**config.mk**
```make
export PLATFORM = sky130hd
export DESIGN_NAME = game_round_ctrl
export DESIGN_NICKNAME = d
export VERILOG_FILES = /design/src/rtl/morse_game_pkg.sv /design/src/rtl/morse_word_checker.sv /design/src/rtl/game_round_ctrl.sv
export SDC_FILE = /design/constraint.sdc
export NUM_CORES = 1
export LEC_CHECK = 0
export CAP_MARGIN = 20
export CORE_MARGIN = 4
export CORE_UTILIZATION = 56
export CTS_CLUSTER_DIAMETER = 60
export DETAILED_ROUTE_END_ITERATION = 8
export MAX_ROUTING_LAYER = met4
export PLACE_DENSITY = 0.85
export SKIP_CTS_REPAIR_TIMING = 1
export SLEW_MARGIN = 10
export SYNTH_ARGS = -nofsm -noshare
export SYNTH_HDL_FRONTEND = slang
export SYNTH_SLANG_ARGS = --single-unit
```
**constraint.sdc**
```tcl
create_clock -name clk -period 3.45 [get_ports clk]
set_input_delay 0.69 -clock clk [delete_from_list [all_inputs] [get_ports clk]]
set_output_delay 0.69 -clock clk [all_outputs]
set_load 0.05 [all_outputs]
```
**src/rtl/morse_game_pkg.sv**
```systemverilog
// Shared definitions for the Morse word game: FSM states, ROM word layout
// and default game dimensions.
package morse_game_pkg;

  typedef enum logic [2:0] {
    ST_IDLE,
    ST_FETCH,
    ST_LOAD,
    ST_LISTEN,
    ST_PASS,
    ST_FAIL,
    ST_DONE
  } state_e;

  // ROM word layout: [LEN_MSB:LEN_LSB] = symbol count, [PAT_W-1:0] = pattern
  localparam int unsigned LEN_MSB = 7;
  localparam int unsigned LEN_LSB = 5;
  localparam int unsigned LEN_W   = LEN_MSB - LEN_LSB + 1;
  localparam int unsigned PAT_W   = 5;
  localparam int unsigned MAX_LEN = 5;

  localparam int unsigned DEF_NUM_WORDS = 8;
  localparam int unsigned DEF_LIVES     = 3;

  localparam int unsigned ADDR_W  = 5;
  localparam int unsigned SCORE_W = 4;
  localparam int unsigned LIVES_W = 3;

  // A length outside 1..MAX_LEN marks the end of the word table.
  function automatic logic len_is_word(input logic [LEN_W-1:0] len);
    return (len != '0) && (len <= LEN_W'(MAX_LEN));
  endfunction

endpackage

```
**src/rtl/morse_word_checker.sv**
```systemverilog
// Holds the current word (length, pattern) and the symbol index, and
// classifies each entered symbol as match / mismatch / word complete.
module morse_word_checker
  import morse_game_pkg::*;
(
  input  logic             clk,
  input  logic             rst_n,
  input  logic             load_i,
  input  logic [LEN_W-1:0] len_i,
  input  logic [PAT_W-1:0] pat_i,
  input  logic             sym_valid_i,
  input  logic             sym_dash_i,
  output logic             match_o,
  output logic             mismatch_o,
  output logic             complete_o
);

  logic [LEN_W-1:0] len_q, len_d;
  logic [LEN_W-1:0] idx_q, idx_d;
  logic [PAT_W-1:0] pat_q, pat_d;
  logic             exp_bit;

  // Compare the entered symbol against the pattern bit at the current index.
  always_comb begin
    exp_bit    = |(pat_q & (PAT_W'(1) << idx_q));
    match_o    = sym_valid_i && (sym_dash_i == exp_bit);
    mismatch_o = sym_valid_i && (sym_dash_i != exp_bit);
    complete_o = match_o && ((idx_q + LEN_W'(1)) == len_q);
  end

  // Load a new word or advance the index on a non-final matching symbol.
  always_comb begin
    len_d = len_q;
    pat_d = pat_q;
    idx_d = idx_q;
    if (load_i) begin
      len_d = len_i;
      pat_d = pat_i;
      idx_d = '0;
    end else if (match_o && !complete_o) begin
      idx_d = idx_q + LEN_W'(1);
    end
  end

  // Word registers.
  always_ff @(posedge clk or negedge rst_n) begin
    if (!rst_n) begin
      len_q <= '0;
      pat_q <= '0;
      idx_q <= '0;
    end else begin
      len_q <= len_d;
      pat_q <= pat_d;
      idx_q <= idx_d;
    end
  end

endmodule

```
**src/rtl/game_round_ctrl.sv**
```systemverilog
// Round controller for the Morse word game: walks the word ROM, listens to
// player symbols under a per-word timer, and keeps score and lives.
module game_round_ctrl
  import morse_game_pkg::*;
#(
  parameter int unsigned NUM_WORDS = DEF_NUM_WORDS,
  parameter int unsigned LIVES     = DEF_LIVES
) (
  input  logic               clk,
  input  logic               rst,
  input  logic               start,
  input  logic               sym_valid,
  input  logic               sym_dash,
  output logic [ADDR_W-1:0]  rom_addr,
  input  logic [LEN_MSB:0]   rom_data,
  output logic               timer_en,
  output logic               timer_clr,
  input  logic               timeout,
  output logic [SCORE_W-1:0] score,
  output logic [LIVES_W-1:0] lives_left,
  output logic               word_ok,
  output logic               word_fail,
  output logic               game_over,
  output logic               win
);

  localparam logic [ADDR_W-1:0]  LAST_ADDR  = ADDR_W'(NUM_WORDS - 1);
  localparam logic [LIVES_W-1:0] LIVES_INIT = LIVES_W'(LIVES);
  localparam logic [SCORE_W-1:0] SCORE_MAX  = '1;

  state_e              state_q, state_d;
  logic [ADDR_W-1:0]   addr_q, addr_d;
  logic [SCORE_W-1:0]  score_q, score_d;
  logic [LIVES_W-1:0]  lives_q, lives_d;
  logic                win_q, win_d;

  logic                chk_load;
  logic                chk_sym;
  logic                chk_match;
  logic                chk_mismatch;
  logic                chk_complete;

  // Symbols only reach the checker in LISTEN and never alongside a timeout,
  // so a simultaneous symbol cannot advance or complete the word.
  assign chk_load = (state_q == ST_LOAD);
  assign chk_sym  = (state_q == ST_LISTEN) && sym_valid && !timeout;

  morse_word_checker u_checker (
    .clk         (clk),
    .rst_n       (rst),
    .load_i      (chk_load),
    .len_i       (rom_data[LEN_MSB:LEN_LSB]),
    .pat_i       (rom_data[PAT_W-1:0]),
    .sym_valid_i (chk_sym),
    .sym_dash_i  (sym_dash),
    .match_o     (chk_match),
    .mismatch_o  (chk_mismatch),
    .complete_o  (chk_complete)
  );

  // Next-state, score/lives bookkeeping and word advance.
  always_comb begin
    state_d = state_q;
    addr_d  = addr_q;
    score_d = score_q;
    lives_d = lives_q;
    win_d   = win_q;
    unique case (state_q)
      ST_IDLE, ST_DONE: begin
        if (start) begin
          state_d = ST_FETCH;
          addr_d  = '0;
          score_d = '0;
          lives_d = LIVES_INIT;
          win_d   = 1'b0;
        end
      end
      ST_FETCH: state_d = ST_LOAD;
      ST_LOAD: begin
        if (len_is_word(rom_data[LEN_MSB:LEN_LSB])) begin
          state_d = ST_LISTEN;
        end else begin
          state_d = ST_DONE;
          win_d   = 1'b1;
        end
      end
      ST_LISTEN: begin
        if (timeout || chk_mismatch) begin
          state_d = ST_FAIL;
          lives_d = lives_q - LIVES_W'(1);
        end else if (chk_match && chk_complete) begin
          state_d = ST_PASS;
          if (score_q != SCORE_MAX) score_d = score_q + SCORE_W'(1);
        end
      end
      ST_PASS, ST_FAIL: begin
        if ((state_q == ST_FAIL) && (lives_q == '0)) begin
          state_d = ST_DONE;
          win_d   = 1'b0;
        end else if (addr_q == LAST_ADDR) begin
          state_d = ST_DONE;
          win_d   = 1'b1;
        end else begin
          addr_d  = addr_q + ADDR_W'(1);
          state_d = ST_FETCH;
        end
      end
      default: state_d = ST_IDLE;
    endcase
  end

  // State and game registers.
  always_ff @(posedge clk or negedge rst) begin
    if (!rst) begin
      state_q <= ST_IDLE;
      addr_q  <= '0;
      score_q <= '0;
      lives_q <= LIVES_INIT;
      win_q   <= 1'b0;
    end else begin
      state_q <= state_d;
      addr_q  <= addr_d;
      score_q <= score_d;
      lives_q <= lives_d;
      win_q   <= win_d;
    end
  end

  // State-decoded outputs.
  always_comb begin
    rom_addr   = addr_q;
    score      = score_q;
    lives_left = lives_q;
    win        = win_q;
    timer_en   = (state_q == ST_LISTEN);
    timer_clr  = (state_q == ST_LOAD);
    word_ok    = (state_q == ST_PASS);
    word_fail  = (state_q == ST_FAIL);
    game_over  = (state_q == ST_DONE);
  end

endmodule
```
# Word-level counts from Yosys, hierarchy flattened
# Cells that the tools add are included.
[word_totals]
output_inout_bits = 18
inputBits = 14
mem_bits_ro = 0
wordCells = 89
mem_bits_rw = 0
latch_bits = 0
reg_bits = 27
memories = 0
[op_classes]
shift = 1
add_sub_neg = 4
n_eq_ne = 21
multipliers = 0
muxes = 26
bitwise_logic = 1
div = 0
reduce_logical = 27
order_cmp = 1
[op_table]
columns = ["op", "n"]
rows = [
  ["$mux W3", 10],
  ["$mux W4", 4],
  ["$mux W5", 3],
  ["$pmux W3 S5", 1],
  ["$ne A2 B2 Y1 const B", 5],
  ["$pmux W5 S2", 1],
  ["$eq A3 B3 Y1 const B", 3],
  ["$logic_and A1 B1 Y1", 9],
  ["$pmux W4 S2", 1],
  ["$reduce_and A4 Y1", 2],
  ["$eq A3 B2 Y1 const B", 2],
  ["$logic_not A3 Y1", 2],
  ["$ne A2 B1 Y1 const B", 3],
  ["$pmux W3 S2", 1],
  ["$reduce_bool A2 Y1", 3],
  ["$reduce_bool A3 Y1", 2],
  ["$add A5 B1 Y5 const B", 1],
  ["$and A5 B5 Y5", 1],
  ["$eq A5 B3 Y1 const B", 1],
  ["$reduce_and A5 Y1", 1],
  ["$reduce_or A5 Y1", 1],
  ["$shl A1 B3 Y5 const A", 1],
  ["$add A4 B1 Y4 const B", 1],
  ["$mux W1", 4],
  ["other kinds (16)", 18],
]

# Longest topological paths before layout
[logic_depth]
ltp_word = 10
ltp_mapped = 8
depth_no_buf = 7

# By module
# A second synthesis with hierarchy kept.
[hier_totals]
cells_unflattened = 168
area_unflattened_um2 = 1737.9
[modules_own_cells]
columns = ["mod", "seq_area_each_um2", "n_inst", "cells_each", "area_each_um2"]
rows = [
  ["game_round_ctrl", 402.9, 1, 116, 1132.3],
  ["morse_word_checker", 275.3, 1, 52, 605.6],
]

# Worst setup path after synthesis
# No wires, ideal clock.
[synth_path]
kind = "flip-flop to flip-flop"
start = "register u_checker.idx_q[0]"
end = "register score_q[2] (netlist: score[2])"
setup_ns = 0.120
synth_period_minus_slack_ns = 2.160
t_arrival_ns = 2.040
t_required_ns = 3.330
n_path_buf = 0
stages_incl_launch_ff = 8
slack_ns = 1.290
path_cell_list = "dfrtp_1 -> ha_1 -> ha_1 -> xor2_1 -> nand3_2 -> a311oi_2 -> nand3_1 -> a31o_2"
[synth_via]
elab_chain_cells = 9
elab_cells_between_ends = 15
classes_between = "add/sub: 1; eq/ne: 5; shift: 1; bitwise: 1; reduce/logical: 7"
[synth_rtl]
columns = ["item", "line", "rtl"]
rows = [
  ["from (decl)", "morse_word_checker.sv:19", "logic [LEN_W-1:0] idx_q, idx_d;"],
  ["from (signal assigned)", "morse_word_checker.sv:54", "idx_q <= idx_d;"],
  ["parallel branches: the longest is 8 deep, another holds $add A3 B1 Y3", "--", ""],
  ["$reduce_and A5 Y1 (no source line) *", "--", ""],
  ["to (signal assigned)", "game_round_ctrl.sv:123", "score_q <= score_d;"],
  ["to (decl)", "game_round_ctrl.sv:33", "logic [SCORE_W-1:0] score_q, score_d;"],
]
# Every way passes the cells marked *.
# A chain may end at the register's enable or synchronous reset.

# Final worst setup path
[layout_path]
start = "register state_q[2]"
end = "output timer_en"
[layout_via]
elab_chain_cells = 1
[layout_rtl]
columns = ["item", "line", "rtl"]
rows = [
  ["from (decl)", "game_round_ctrl.sv:31", "state_e state_q, state_d;"],
  ["from (signal assigned)", "game_round_ctrl.sv:121", "state_q <= state_d;"],
  ["$eq A3 B2 Y1", "game_round_ctrl.sv:135", "timer_en = (state_q == ST_LISTEN);"],
  ["to (decl)", "game_round_ctrl.sv:16", "output logic timer_en,"],
]
# Every way passes these cells.

==> impl_metrics.json <==
{
  "clock_latency_ns": 0.33,
  "synth.cells.most_frequent": "dfrtp_1, nor2_1, nand2_1",
  "die_height_um": 62.8,
  "synth_cells": 164,
  "synth_top_area_share_pct": 37.2,
  "slowest_stage": "clkdlybuf4s50_1",
  "die_width_um": 62.8,
  "cts_buffers": 3,
  "dr_total_vias": 1331,
  "io_pins": 32,
  "worst_pin_slew_ns": 0.645,
  "hold_violations": 0,
  "gp_congestion": 0.879,
  "critPathMaxStageDelay_ns": 0.83,
  "drv_cap": 0,
  "post-route-min-period_ns": 2.91,
  "synth_cell_type_count": 47,
  "ys_warn_count": 0,
  "root_buffer": "clkbuf_4",
  "ant_nets": 0,
  "avgRoutedWirePerCell_um": 15.4,
  "die-area_mm2": 0.00394,
  "p_int_w": 0.000869,
  "rows": 19,
  "grt_usage_pct": 20.1,
  "synth_area_mm2": 0.00168,
  "routed_wl_um": 3510,
  "path_cells": "nor2b_4 -> nand2_2 -> inv_1 -> clkdlybuf4s50_1",
  "routed_via_density": 5.86,
  "nNetsFinal": 220,
  "yosysMostFrequentCell": "dfrtp_1",
  "max_freq_mhz": 344,
  "clk_path_buf_depth": 2,
  "dpl-instance-area_mm2": 0.00201,
  "synth-seq-cells": 27,
  "drc": 0,
  "tritoncts": "yes",
  "slew_violations": 0,
  "whs_ns": 0.526,
  "setup_viol": 0,
  "clkTransAtPathRegs_ns": 0.14,
  "synthTopCellsByArea": "dfrtp_1, ha_1, mux2_2, mux2i_1, dfstp_2",
  "switching_share_pct": 47.6,
  "grt_pass1_vias": 1366,
  "htreeDepth": 1,
  "crit_fanout": 9,
  "crit_arrival_ns": 2.22,
  "cts_num_sinks": 27,
  "post-route-period-util_pct": 84.2,
  "synth_edf_count": 0,
  "fin_cells": 227,
  "grt_max_degree": 28,
  "port_buffers": 31,
  "leakagePower_nw": 0.889,
  "core_area_mm2": 0.00281,
  "syn-mean-instance-area_um2": 10.2,
  "cp-end-kind": "primary output",
  "dp.cells": 223,
  "drt_iter0_drc": 67,
  "power_frac_comb_pct": 57.9,
  "fin_area_mm2": 0.00204,
  "ys_seq_area_share_pct": 40.4,
  "syn_nets": 187,
  "layout-drive-gt1-share_pct": 15.3,
  "n_antenna_cell": 0,
  "critPathLaunchType": "flip-flop",
  "synth_ff_type": "dfrtp_1",
  "grt_pass1_wl_um": 6190,
  "fin_skew_ns": 0.00723,
  "yosys.area.top_type": "dfrtp_1",
  "setup_tns_ns": 0,
  "nFillCells": 230,
  "overflow": 0,
  "dp_hpwl_um": 2720,
  "cp.required_ns": 2.76,
  "status": "finished, final reports clean",
  "p_seq_share_pct": 33.7,
  "path_class": "reg2out",
  "grt_setup_unrepaired": "false",
  "area_growth_pct": 21.1,
  "initial_core_util_pct": 59.9,
  "synthArstFlopShare_pct": 100,
  "antenna_found_initial": 0,
  "switchingPower_w": 0.000790,
  "maxSlewHeadroom_pct": 56.6,
  "p_per_area_mw_per_mm2": 815,
  "firstDrtPassIters": 4,
  "pwr-share-clk_pct": 8.4,
  "irDropWorstVdd_mv": 0.396,
  "hold_path.class": "reg2reg"
}
cell families (layout without fill, tap and decap cells):
kind of cell	Yosys count	in the layout	synth area share, %
simple gates	66	66	22.3
mux	17	17	10.8
buf+inv	16	48	4.54
fa+ha+maj	9	9	6.70
flops	27	27	40.4
xor+xnor	8	8	4.62
compound gates	21	21	10.7
cell usage in the layout, fill, tap and decap left out, drive strengths merged, types with 3 or more instances in the layout:
cell type,count
nor3,10
nand3,9
inv,11
mux2i,8
mux2,9
a311oi,3
a31o,4
and3,3
nor2,13
ha,9
xor2,5
clkbuf,4
nand2,13
dfrtp,25
clkdlybuf4s50,31
nand2b,3
xnor2,3
per-stage QoR:
stage	setup slack, ns	power [W]	util [%]
3_5_place_dp	0.906	0.00153	71.6
6_report	0.544	0.00166	72.6
4_1_cts	0.559	0.00167	72.6
5_1_grt	0.411	0.00178	72.6
3_3_place_gp	0.973	0.00149	71.6
2_1_floorplan	1.29	0.00128	-
worst max-delay path: cells and delay by family, from the launching register on:
family	cells	cell delay, ns
flip-flops	1	0.52
AND/OR/NAND/NOR	2	0.35
buffers and inverters	2	1.02
worst paths after layout:
path                                    start                  to  slack [ns]  depth (start not counted)
setup / recovery                   state_q[2]            timer_en        0.54                          4
hold / removal             u_checker.pat_q[1]  u_checker.pat_q[1]        0.53                          1
setup reg to reg           u_checker.idx_q[0]            score[2]        1.02                          7
hold reg to reg            u_checker.pat_q[1]  u_checker.pat_q[1]        0.53                          1
max in group asynchronous                 rst       lives_left[0]        2.45                          2
min in group asynchronous                 rst         rom_addr[4]        0.71                          2
layout make-up:
class                      count  area, µm²  area share, %
timing repair buffer          33        325           16.0
clock buffer                   4       26.3           1.29
inverter                      11       41.3           2.03
multi-input combinational    121        926           45.5
tap                           31       38.8           1.91
sequential                    27        678           33.3
state kept, by name, summed over array words and instances (netlist names):
signal           count
u_checker.pat_q      5
u_checker.len_q      3
lives_left           3
u_checker.idx_q      3
state_q              3
score                4
rom_addr             5
win                  1
power groups by stage:
stage	registers [W]	logic (W)	clock network, W
after floorplan	0.000647	0.000635	0
after global placement	0.000557	0.000934	0
after detailed placement	0.000566	0.000964	0
after CTS	0.000559	0.000965	0.000142
after global routing	0.000581	0.00104	0.000157
final	0.000560	0.000960	0.000139
layer usage:
metal | vias to the layer above | part of all wire [%] | GRT usage, %
met3 | 5 | 5.7 | 3.78
met4 | 0 | 1.1 | 5.23
li1 | 654 | - | -
met5 | - | 0 | -
met1 | 627 | 45 | 25.5
met2 | 45 | 48 | 33.3
Note: power is estimated with default switching activity, not from simulation.
